File: src/rtl/mem_stage_pkg.sv
// ============================================================================
//  Module      : mem_stage_pkg
//  Description : Opcode encodings, bus widths, FSM state encoding and
//                per-opcode byte counts shared by the MEM stage.
//  Revision    : 1.0  initial release
// ============================================================================
`default_nettype none

package mem_stage_pkg;

    localparam int c_ALUOP_W   = 8;
    localparam int c_REGADDR_W = 5;

    // Opcodes relevant to the MEM stage; every other code is a non-memory op
    localparam logic [c_ALUOP_W-1:0] c_OP_ADD = 8'h20;
    localparam logic [c_ALUOP_W-1:0] c_OP_LB  = 8'hE0;
    localparam logic [c_ALUOP_W-1:0] c_OP_LH  = 8'hE1;
    localparam logic [c_ALUOP_W-1:0] c_OP_LW  = 8'hE3;
    localparam logic [c_ALUOP_W-1:0] c_OP_LBU = 8'hE4;
    localparam logic [c_ALUOP_W-1:0] c_OP_LHU = 8'hE5;
    localparam logic [c_ALUOP_W-1:0] c_OP_SB  = 8'hE8;
    localparam logic [c_ALUOP_W-1:0] c_OP_SH  = 8'hE9;
    localparam logic [c_ALUOP_W-1:0] c_OP_SW  = 8'hEB;

    typedef enum logic [1:0] {
        S_IDLE   = 2'd0,
        S_ACCESS = 2'd1,
        S_DONE   = 2'd2
    } state_e;

    // Number of bytes moved by an opcode; zero marks a non-memory op
    function automatic logic [2:0] op_bytes(input logic [c_ALUOP_W-1:0] op);
        case (op)
            c_OP_LB, c_OP_LBU, c_OP_SB: op_bytes = 3'd1;
            c_OP_LH, c_OP_LHU, c_OP_SH: op_bytes = 3'd2;
            c_OP_LW, c_OP_SW:           op_bytes = 3'd4;
            default:                    op_bytes = 3'd0;
        endcase
    endfunction

    function automatic logic is_store(input logic [c_ALUOP_W-1:0] op);
        is_store = (op == c_OP_SB) || (op == c_OP_SH) || (op == c_OP_SW);
    endfunction

endpackage

`default_nettype wire

File: src/rtl/mem_load_ext.sv
// ============================================================================
//  Module      : mem_load_ext
//  Description : Sign/zero extension of an assembled little-endian load word.
//  Revision    : 1.0  initial release
// ============================================================================
`default_nettype none

module mem_load_ext
    import mem_stage_pkg::*;
(
    input  logic [c_ALUOP_W-1:0] i_aluop,
    input  logic [31:0]          i_word,
    output logic [31:0]          o_result
);

    // Extend the low byte/half according to the load flavour
    always_comb begin
        case (i_aluop)
            c_OP_LB:  o_result = {{24{i_word[7]}}, i_word[7:0]};
            c_OP_LBU: o_result = {24'd0, i_word[7:0]};
            c_OP_LH:  o_result = {{16{i_word[15]}}, i_word[15:0]};
            c_OP_LHU: o_result = {16'd0, i_word[15:0]};
            default:  o_result = i_word;
        endcase
    end

endmodule

`default_nettype wire

File: src/rtl/mem_stage.sv
// ============================================================================
//  Module      : mem_stage
//  Description : Pipeline MEM stage. Non-memory results pass straight through;
//                loads/stores are serialised over a byte-wide memory port
//                while the pipeline is stalled.
//  Revision    : 1.0  initial release
// ============================================================================
`default_nettype none

module mem_stage
    import mem_stage_pkg::*;
(
    input  logic                   clk,
    input  logic                   rst,
    input  logic [c_ALUOP_W-1:0]   aluop_i,
    input  logic [c_REGADDR_W-1:0] wd_i,
    input  logic                   wreg_i,
    input  logic [31:0]            data_i,
    input  logic [31:0]            mem_addr_i,
    input  logic [7:0]             mem_rdata_i,
    input  logic                   mem_ack_i,
    output logic [c_REGADDR_W-1:0] wd_o,
    output logic                   wreg_o,
    output logic [31:0]            wdata_o,
    output logic                   stall_req_o,
    output logic                   mem_req_o,
    output logic                   mem_we_o,
    output logic [31:0]            mem_addr_o,
    output logic [7:0]             mem_wdata_o
);

    state_e                   r_state_q, w_state_d;
    logic [c_ALUOP_W-1:0]     r_op_q,    w_op_d;
    logic [c_REGADDR_W-1:0]   r_wd_q,    w_wd_d;
    logic                     r_wreg_q,  w_wreg_d;
    logic [31:0]              r_addr_q,  w_addr_d;
    logic [31:0]              r_sdata_q, w_sdata_d;
    logic [31:0]              r_asm_q,   w_asm_d;
    logic [1:0]               r_k_q,     w_k_d;

    logic                     w_in_is_mem;
    logic                     w_last_byte;
    logic                     w_op_store;
    logic [31:0]              w_load_val;

    assign w_in_is_mem = (op_bytes(aluop_i) != 3'd0);
    assign w_op_store  = is_store(r_op_q);
    assign w_last_byte = ({1'b0, r_k_q} == (op_bytes(r_op_q) - 3'd1));

    mem_load_ext u_load_ext (
        .i_aluop  (r_op_q),
        .i_word   (r_asm_q),
        .o_result (w_load_val)
    );

    // Next-state: latch the op on entry, walk the byte counter on each ack
    always_comb begin
        w_state_d = r_state_q;
        w_op_d    = r_op_q;
        w_wd_d    = r_wd_q;
        w_wreg_d  = r_wreg_q;
        w_addr_d  = r_addr_q;
        w_sdata_d = r_sdata_q;
        w_asm_d   = r_asm_q;
        w_k_d     = r_k_q;
        case (r_state_q)
            S_IDLE: begin
                if (w_in_is_mem) begin
                    w_state_d = S_ACCESS;
                    w_op_d    = aluop_i;
                    w_wd_d    = wd_i;
                    w_wreg_d  = wreg_i;
                    w_addr_d  = mem_addr_i;
                    w_sdata_d = data_i;
                    w_asm_d   = 32'd0;
                    w_k_d     = 2'd0;
                end
            end
            S_ACCESS: begin
                if (mem_ack_i) begin
                    if (!w_op_store) begin
                        w_asm_d[{r_k_q, 3'b000} +: 8] = mem_rdata_i;
                    end
                    if (w_last_byte) begin
                        w_state_d = S_DONE;
                    end else begin
                        w_k_d = r_k_q + 2'd1;
                    end
                end
            end
            default: w_state_d = S_IDLE;
        endcase
    end

    // State and latch registers
    always_ff @(posedge clk) begin
        if (rst) begin
            r_state_q <= S_IDLE;
            r_op_q    <= '0;
            r_wd_q    <= '0;
            r_wreg_q  <= 1'b0;
            r_addr_q  <= '0;
            r_sdata_q <= '0;
            r_asm_q   <= '0;
            r_k_q     <= '0;
        end else begin
            r_state_q <= w_state_d;
            r_op_q    <= w_op_d;
            r_wd_q    <= w_wd_d;
            r_wreg_q  <= w_wreg_d;
            r_addr_q  <= w_addr_d;
            r_sdata_q <= w_sdata_d;
            r_asm_q   <= w_asm_d;
            r_k_q     <= w_k_d;
        end
    end

    // Outputs: forced to zero during reset so an aborted access issues nothing
    always_comb begin
        wd_o        = '0;
        wreg_o      = 1'b0;
        wdata_o     = '0;
        stall_req_o = 1'b0;
        mem_req_o   = 1'b0;
        mem_we_o    = 1'b0;
        mem_addr_o  = '0;
        mem_wdata_o = '0;
        if (!rst) begin
            case (r_state_q)
                S_IDLE: begin
                    if (w_in_is_mem) begin
                        stall_req_o = 1'b1;
                    end else begin
                        wd_o    = wd_i;
                        wreg_o  = wreg_i;
                        wdata_o = data_i;
                    end
                end
                S_ACCESS: begin
                    stall_req_o = 1'b1;
                    mem_req_o   = 1'b1;
                    mem_we_o    = w_op_store;
                    mem_addr_o  = r_addr_q + {30'd0, r_k_q};
                    mem_wdata_o = r_sdata_q[{r_k_q, 3'b000} +: 8];
                end
                S_DONE: begin
                    wd_o = r_wd_q;
                    if (!w_op_store) begin
                        wreg_o  = r_wreg_q;
                        wdata_o = w_load_val;
                    end
                end
                default: ;
            endcase
        end
    end

endmodule

`default_nettype wire

File: config.mk
export PLATFORM = sky130hd
export DESIGN_NAME = mem_stage
export DESIGN_NICKNAME = d
export VERILOG_FILES = /design/src/rtl/mem_stage_pkg.sv /design/src/rtl/mem_load_ext.sv /design/src/rtl/mem_stage.sv
export SDC_FILE = /design/constraint.sdc
export NUM_CORES = 1
export LEC_CHECK = 0
export ABC_AREA = 1
export ABC_CLOCK_PERIOD_IN_PS = 3000
export CAP_MARGIN = 20
export CORE_MARGIN = 4
export CORE_UTILIZATION = 45
export DETAILED_ROUTE_END_ITERATION = 10
export GPL_TIMING_DRIVEN = 0
export PLACE_DENSITY = 0.71
export SYNTH_ARGS = -nofsm -noshare
export SYNTH_HDL_FRONTEND = slang
export SYNTH_SLANG_ARGS = --single-unit
File: constraint.sdc
create_clock -name clk -period 3 [get_ports clk]
set_input_delay 0.45 -clock clk [delete_from_list [all_inputs] [get_ports clk]]
set_output_delay 0.45 -clock clk [all_outputs]
set_load 0.1 [all_outputs]
==> results of run 1 <==
==> power by group <==
group | internal [mW] | leakage (nW) | total, mW | switching (mW)
Combinational | 0.286 | 2.41 | 0.909 | 0.622
Sequential | 1.57 | 0.925 | 1.62 | 0.0448
Clock | 1.24 | 0.283 | 1.99 | 0.752
Total | 3.10 | 3.62 | 4.52 | 1.42
==> logic make-up after synthesis <==
logic type      share of synthesized area, %
compound gates                          19.3
simple gates                            36.9
xor+xnor                               0.259
fa+ha+maj                               1.59
flops                                   33.8
buf+inv                                 8.17
==> worst max path at each step <==
| stage | from | endpoint | slack (ps) | depth (start not counted) |
|---|---|---|---|---|
| 4_1_cts | r_op_q[3] | wdata_o[13] | 1 | 11 |
| 6_report | r_k_q[0] | mem_addr_o[12] | 80 | 11 |
| 3_3_place_gp | r_k_q[0] | mem_addr_o[28] | -700 | 9 |
| 5_1_grt | r_k_q[0] | mem_addr_o[24] | -20 | 13 |
| 2_1_floorplan | r_k_q[0] | mem_addr_o[12] | -510 | 9 |
| 3_5_place_dp | aluop_i[1] | wdata_o[27] | -700 | 10 |
==> per-layer routing <==
metal | track usage [%] | part of all wire, % | up-vias
met4 | 10.5 | 2.7 | 0
li1 | - | - | 3919
met2 | 48.1 | 47 | 326
met3 | 6.30 | 7.1 | 52
met5 | 0 | 0 | -
met1 | 39.1 | 43 | 3621
==> final cells by class <==
cell class | count | area [µm²]
fill | 1429 | 5210
multi-input combinational | 833 | 4190
sequential | 114 | 2290
timing repair buffer | 175 | 1570
clock buffer | 19 | 443
buffer | 61 | 322
inverter | 63 | 243
tap | 184 | 230
clock inverter | 13 | 135
antenna | 3 | 7.51
==> registers in the layout, indices dropped and copies added (netlist names) <==
signal     cells
r_addr_q      32
r_asm_q       32
r_sdata_q     32
r_op_q         8
r_wd_q         5
r_k_q          2
r_state_q      2
r_wreg_q       1
==> timing repair <==
action | CTS | global route
pin swaps | 3 | 6
buffers inserted | 2 | 5
resized for setup | 400 | 97
hold buffers | 0 | 0
endpoints found under the hold margin | 0 | 0
endpoints found under the setup margin | 81 | 75
==> cells in the final DEF, fill, tap and decap left out, types with 3 or more instances in the layout <==
cell type	count
buf_12	3
clkbuf_16	17
dfxtp_1	111
nand2_1	226
clkbuf_4	37
buf_4	29
nor3_2	4
nand4_1	10
a21oi_1	66
buf_6	12
clkbuf_2	5
a21oi_2	51
nor3_1	12
clkinv_2	5
buf_2	25
clkinvlp_4	3
nor2_4	3
clkbuf_1	31
a31oi_1	3
nand2_2	5
o21ai_0	103
clkdlybuf4s15_2	4
nand2_4	4
nor2_2	18
ha_1	6
nor2_1	217
nand3_1	63
inv_1	52
clkdlybuf4s50_1	87
inv_2	7
diode_2	3
nand3_2	3
o211ai_1	16
==> stage by stage <==
| stage | utilization (%) | setup WS (ps) | std cells | total power, mW |
|---|---|---|---|---|
| 6_report | 64.4 | 80.5 | 1465 | 4.52 |
| 5_1_grt | 64.4 | -21.3 | 1462 | 4.66 |
| 4_1_cts | 63.4 | 1.22 | 1457 | 4.50 |
| 3_5_place_dp | 60.6 | -699 | 1423 | 2.55 |
| 3_3_place_gp | 60.6 | -696 | 1423 | 2.55 |
| 2_1_floorplan | - | -509 | 1071 | 2.23 |
==> worst register-to-register path: stages, from the launching register on <==
cell      delay [ps]
dfxtp_4          380
buf_4            200
clkinv_1         280
clkbuf_2         340
ha_1             430
nor3_1           600
nand2_1          150
nand3_1          140
nand2_1           80
nor2_1            90
==> flow_summary.json, run 1 <==
{
  "cts_tree": "yes",
  "cts_buffers": 17,
  "fin_crit_ps": 2920,
  "ctsRootBufferMaster": "clkbuf_16",
  "hold_path_startpoint": "r_op_q[4]",
  "yosysWarnings": 0,
  "yosys.area.top_type_share_pct": 33.8,
  "drtIter0Drc": 618,
  "dr.pass1.iters": 5,
  "path_class": "reg -> out",
  "fin_area_um2": 9430,
  "track_usage_pct": 29.6,
  "drive_gt1_share_pct": 20.2,
  "holdWs_ps": 462,
  "slowest_delay_ps": 410,
  "hold_class": "reg -> reg",
  "netlist_area_um2": 6760,
  "synthToLayoutAreaGrowth_pct": 39.6,
  "clock-sinks": 114,
  "syn-num-nets": 1168,
  "vias_per_cell": 5.40,
  "dpl_cell_area_um2": 8870,
  "port_buffers": 168,
  "cts_buffer_depth": 2,
  "synthFlopType": "dfxtp_1",
  "r2r_cells": 9,
  "finalClockSkew_ps": 8.56,
  "yosys_register_bits": 114,
  "dp_hpwl_mm": 20.1,
  "die-area_um2": 17000,
  "dieHeight_um": 131,
  "crit_path_top_delay_cell": "fa_2",
  "final_antenna_net_count": 0,
  "num_io_pins": 170,
  "ir_worst_vdd_v": 0.000469,
  "synth_area_leaders": "dfxtp_1 34%, nor2_1 13%, nand2_1 13%",
  "synth_seq_area_share_pct": 33.8,
  "status": "finished, final reports clean",
  "worstPathArrival_ps": 2470,
  "synth_edf_count": 0,
  "worst-path-buf-inv": 3,
  "antenna_found_initial": 0,
  "crit_family": "adder cells",
  "reg2reg_to": "r_asm_q[25]",
  "synth_area_leader_cell": "dfxtp_1",
  "layout.nets": 1362,
  "clock_latency_ps": 430,
  "ys_top_cells_by_count": "230 x nor2_1, 227 x nand2_1, 114 x dfxtp_1, 107 x a21oi_1, 103 x o21ai_0",
  "holdPathStages": 2,
  "cp_max_fo": 6,
  "final-hold-violation-count": 0,
  "grt_pass1_wl_mm": 38.5,
  "syn_inst": 1071,
  "async_flop_share_pct": 0,
  "synth.most_common_cell": "nor2_1",
  "ff2ff_setup_slack_ps": 260,
  "crit_top_cell": "nor2_4",
  "cts-htree-levels": 4,
  "overflow": 0,
  "tightestPinTransition_ps": 957,
  "routed_wl_mm": 26.0,
  "total_leakage_power_nw": 3.62,
  "min_to": "r_op_q[4]",
  "clock.fmax_ghz": 0.343,
  "synth.avg_cell_area_um2": 6.31,
  "die_x_um": 131,
  "power.density_nw_per_um2": 479,
  "fin_crit_sh_pct": 97.3,
  "drc_errors": 0,
  "clk_pin_slew_ps": 50,
  "max_slew_margin_pct": 36.4,
  "r2r_start": "r_k_q[0]",
  "initial_utilization_pct": 46.1,
  "yosysUniqueCellTypes": 39,
  "finalSetupViolCount": 0,
  "core-area_um2": 14600,
  "drv_slew": 0,
  "grt_pass1_vias": 7134,
  "grt_max_degree": 17,
  "gp_congestion": 0.979,
  "wl_per_cell_um": 17.8,
  "cap_viol_max_count": 0,
  "critPathLaunchType": "register",
  "crit_required_ps": 2550,
  "end_kind": "primary output",
  "fin_tns_setup_ps": 0,
  "row_count": 44,
  "path_cells": "ha_4 -> fa_2 -> nand3_4 -> nor2_4 -> nand2_4 -> nor2_4 -> nand2_2 -> inv_4 -> buf_4 -> a31oi_1 -> buf_6",
  "vias": 7918
}
Power figures use the tool's default switching activity.
==> run 2: changes to the inputs <==
Settings changed: ABC_CLOCK_PERIOD_IN_PS 3000 to 3600, CORE_ASPECT_RATIO set to 0.75, GPL_ROUTABILITY_DRIVEN set to 0.
Clock period 3 ns to 3.6 ns, I/O delays scaled along.
==> run 2 against run 1 <==
  * Final cell count increased by 0.41%
  * Combinational power decreased by 20%
  * Largest power group unchanged
  * Clock skew decreased by 0.76 ps
  * Largest cell class unchanged
==> flow_summary.json, run 2 (synthesis results as in run 1) <==
{
  "vias_per_cell": 5.37,
  "ir_worst_vdd_v": 0.000336,
  "grt_pass1_vias": 7031,
  "core-area_um2": 14600,
  "hold_path_startpoint": "r_op_q[4]",
  "rsz0062_at_grt": "false",
  "final_antenna_net_count": 0,
  "fin_area_um2": 9190,
  "final-hold-violation-count": 0,
  "worst-path-buf-inv": 2,
  "fin_ws_ps": 90.4,
  "r2r_start": "r_k_q[0]",
  "status": "finished, final reports clean",
  "worstPathArrival_ps": 2970,
  "finalSetupViolCount": 0,
  "fin_crit_sh_pct": 97.5,
  "drtIter0Drc": 712,
  "fin_crit_ps": 3510,
  "wl_per_cell_um": 17.3,
  "num_io_pins": 170,
  "final_common_cell": "nor2_1",
  "routed_wl_mm": 25.4,
  "min_to": "r_op_q[4]",
  "use_met1_pct": 45.1,
  "max_slew_margin_pct": 34.9,
  "r2r_cells": 9,
  "crit_path_top_delay_cell": "clkdlybuf4s15_2",
  "critPathLaunchType": "register",
  "reg2reg_to": "r_asm_q[24]",
  "grt_max_degree": 17,
  "diodes": 0,
  "synthToLayoutAreaGrowth_pct": 35.9,
  "port_buffers": 168,
  "drc_errors": 0,
  "clk_pin_slew_ps": 50,
  "largest_registers": "r_addr_q: 32 flops, r_asm_q: 32 flops, r_sdata_q: 32 flops",
  "stdcell_count": 1471,
  "die_x_um": 150,
  "power_mw": 3.98,
  "met3_usage_pct": 8.07,
  "overflow": 0,
  "path_class": "reg -> out",
  "cts_buffer_depth": 2,
  "dieHeight_um": 114,
  "antenna_found_initial": 0,
  "use_met2_pct": 41.5,
  "clock-sinks": 114,
  "hold_class": "reg -> reg",
  "holdWs_ps": 467,
  "vias": 7904,
  "drv_slew": 0,
  "gr-max-usage-layer": "met1",
  "holdPathStages": 2,
  "dr.pass1.iters": 6,
  "end_kind": "primary output",
  "track_usage_pct": 29.9,
  "cts_hold_buf": 0,
  "path_cells": "ha_1 -> fa_1 -> nand3_2 -> nor2_2 -> nand2_2 -> nor2_4 -> nand2_1 -> inv_2 -> a31oi_1 -> clkdlybuf4s15_2",
  "dp_hpwl_mm": 20.1,
  "clock.fmax_ghz": 0.285,
  "final_core_util_pct": 62.9,
  "drive_gt1_share_pct": 13.6,
  "power.density_nw_per_um2": 433,
  "finalClockSkew_ps": 7.81,
  "tightestPinTransition_ps": 973,
  "total_leakage_power_nw": 3.59,
  "cp_max_fo": 8,
  "initial_utilization_pct": 46.3,
  "cts-htree-levels": 4,
  "ff2ff_setup_slack_ps": 730,
  "cap_viol_max_count": 0,
  "crit_required_ps": 3060,
  "final_cell_mix": "230 x nor2_1, 227 x nand2_1, 112 x dfxtp_1",
  "cts_buffers": 17,
  "grt_pass1_wl_mm": 39.3,
  "row_count": 38,
  "dpl_cell_area_um2": 8710,
  "dp.cells": 1439,
  "crit_family": "buffers and inverters",
  "slowest_delay_ps": 580,
  "die-area_um2": 17100,
  "cts_tree": "yes",
  "ctsRootBufferMaster": "clkbuf_16",
  "clock_latency_ps": 420,
  "layout.nets": 1355,
  "dp_slack_ps": -423,
  "fin_tns_setup_ps": 0
}
==> run 2: changes by cell type in the layout (fill, tap and decap cells not counted), sizes merged <==
cell	previous run	this run
clkdlybuf4s15	4	17
buf	71	38
bufinv	2	5
clkinvlp	3	2
dlymetal6s2s	0	1
diode	3	0
clkdlybuf4s50	87	91
inv	62	61
clkinv	9	6
dlygate4sd2	2	10
clkdlybuf4s18	0	2
==> run 2: cell type report <==
type	count	area, µm²
fillers	1469	5410
multi-input cells	833	3960
flip-flops and latches	114	2280
repair buffers	168	1470
clock buffers	21	470
plain buffers	61	317
well taps	200	250
inverters	63	236
clock inverters	11	200
==> run 2: per-layer routing <==
layer / wire length [µm] / share of wire, % / vias up
li1: - / - / 3919
met3: 2510 / 9.9 / 32
met4: 421 / 1.7 / 0
met1: 12200 / 48 / 3628
met5: 0 / 0 / -
met2: 10300 / 40 / 325
==> run 2: worst min-delay path: cells and delay by family (launching register included) <==
family                 cells  cell delay (ps)
and+or+nand+nor            1               50
buffers and inverters      1               60
DFF                        1              310
==> run 2: report_power, final <==
group          internal [mW]  switching [mW]
Clock                   1.29           0.619
Sequential              1.31          0.0422
Combinational          0.219           0.505
Total                   2.82            1.17
==> run 2: timing repair <==
action | 4_1_cts | 5_1_grt
endpoints found under the setup margin | 76 | 55
setup buffers | 0 | 0
gates resized for setup | 146 | 102
==> run 2: how the worst max path moves through the flow <==
stage | startpoint | end | slack [ps] | depth (start not counted)
6_report | r_k_q[0] | mem_addr_o[12] | 90 | 10
2_1_floorplan | r_k_q[0] | mem_addr_o[12] | 1 | 9
3_3_place_gp | aluop_i[1] | wd_o[4] | -390 | 10
4_1_cts | r_k_q[0] | mem_addr_o[10] | 1 | 11
5_1_grt | aluop_i[1] | wdata_o[29] | 0.1 | 10
3_5_place_dp | aluop_i[1] | wdata_o[29] | -420 | 10
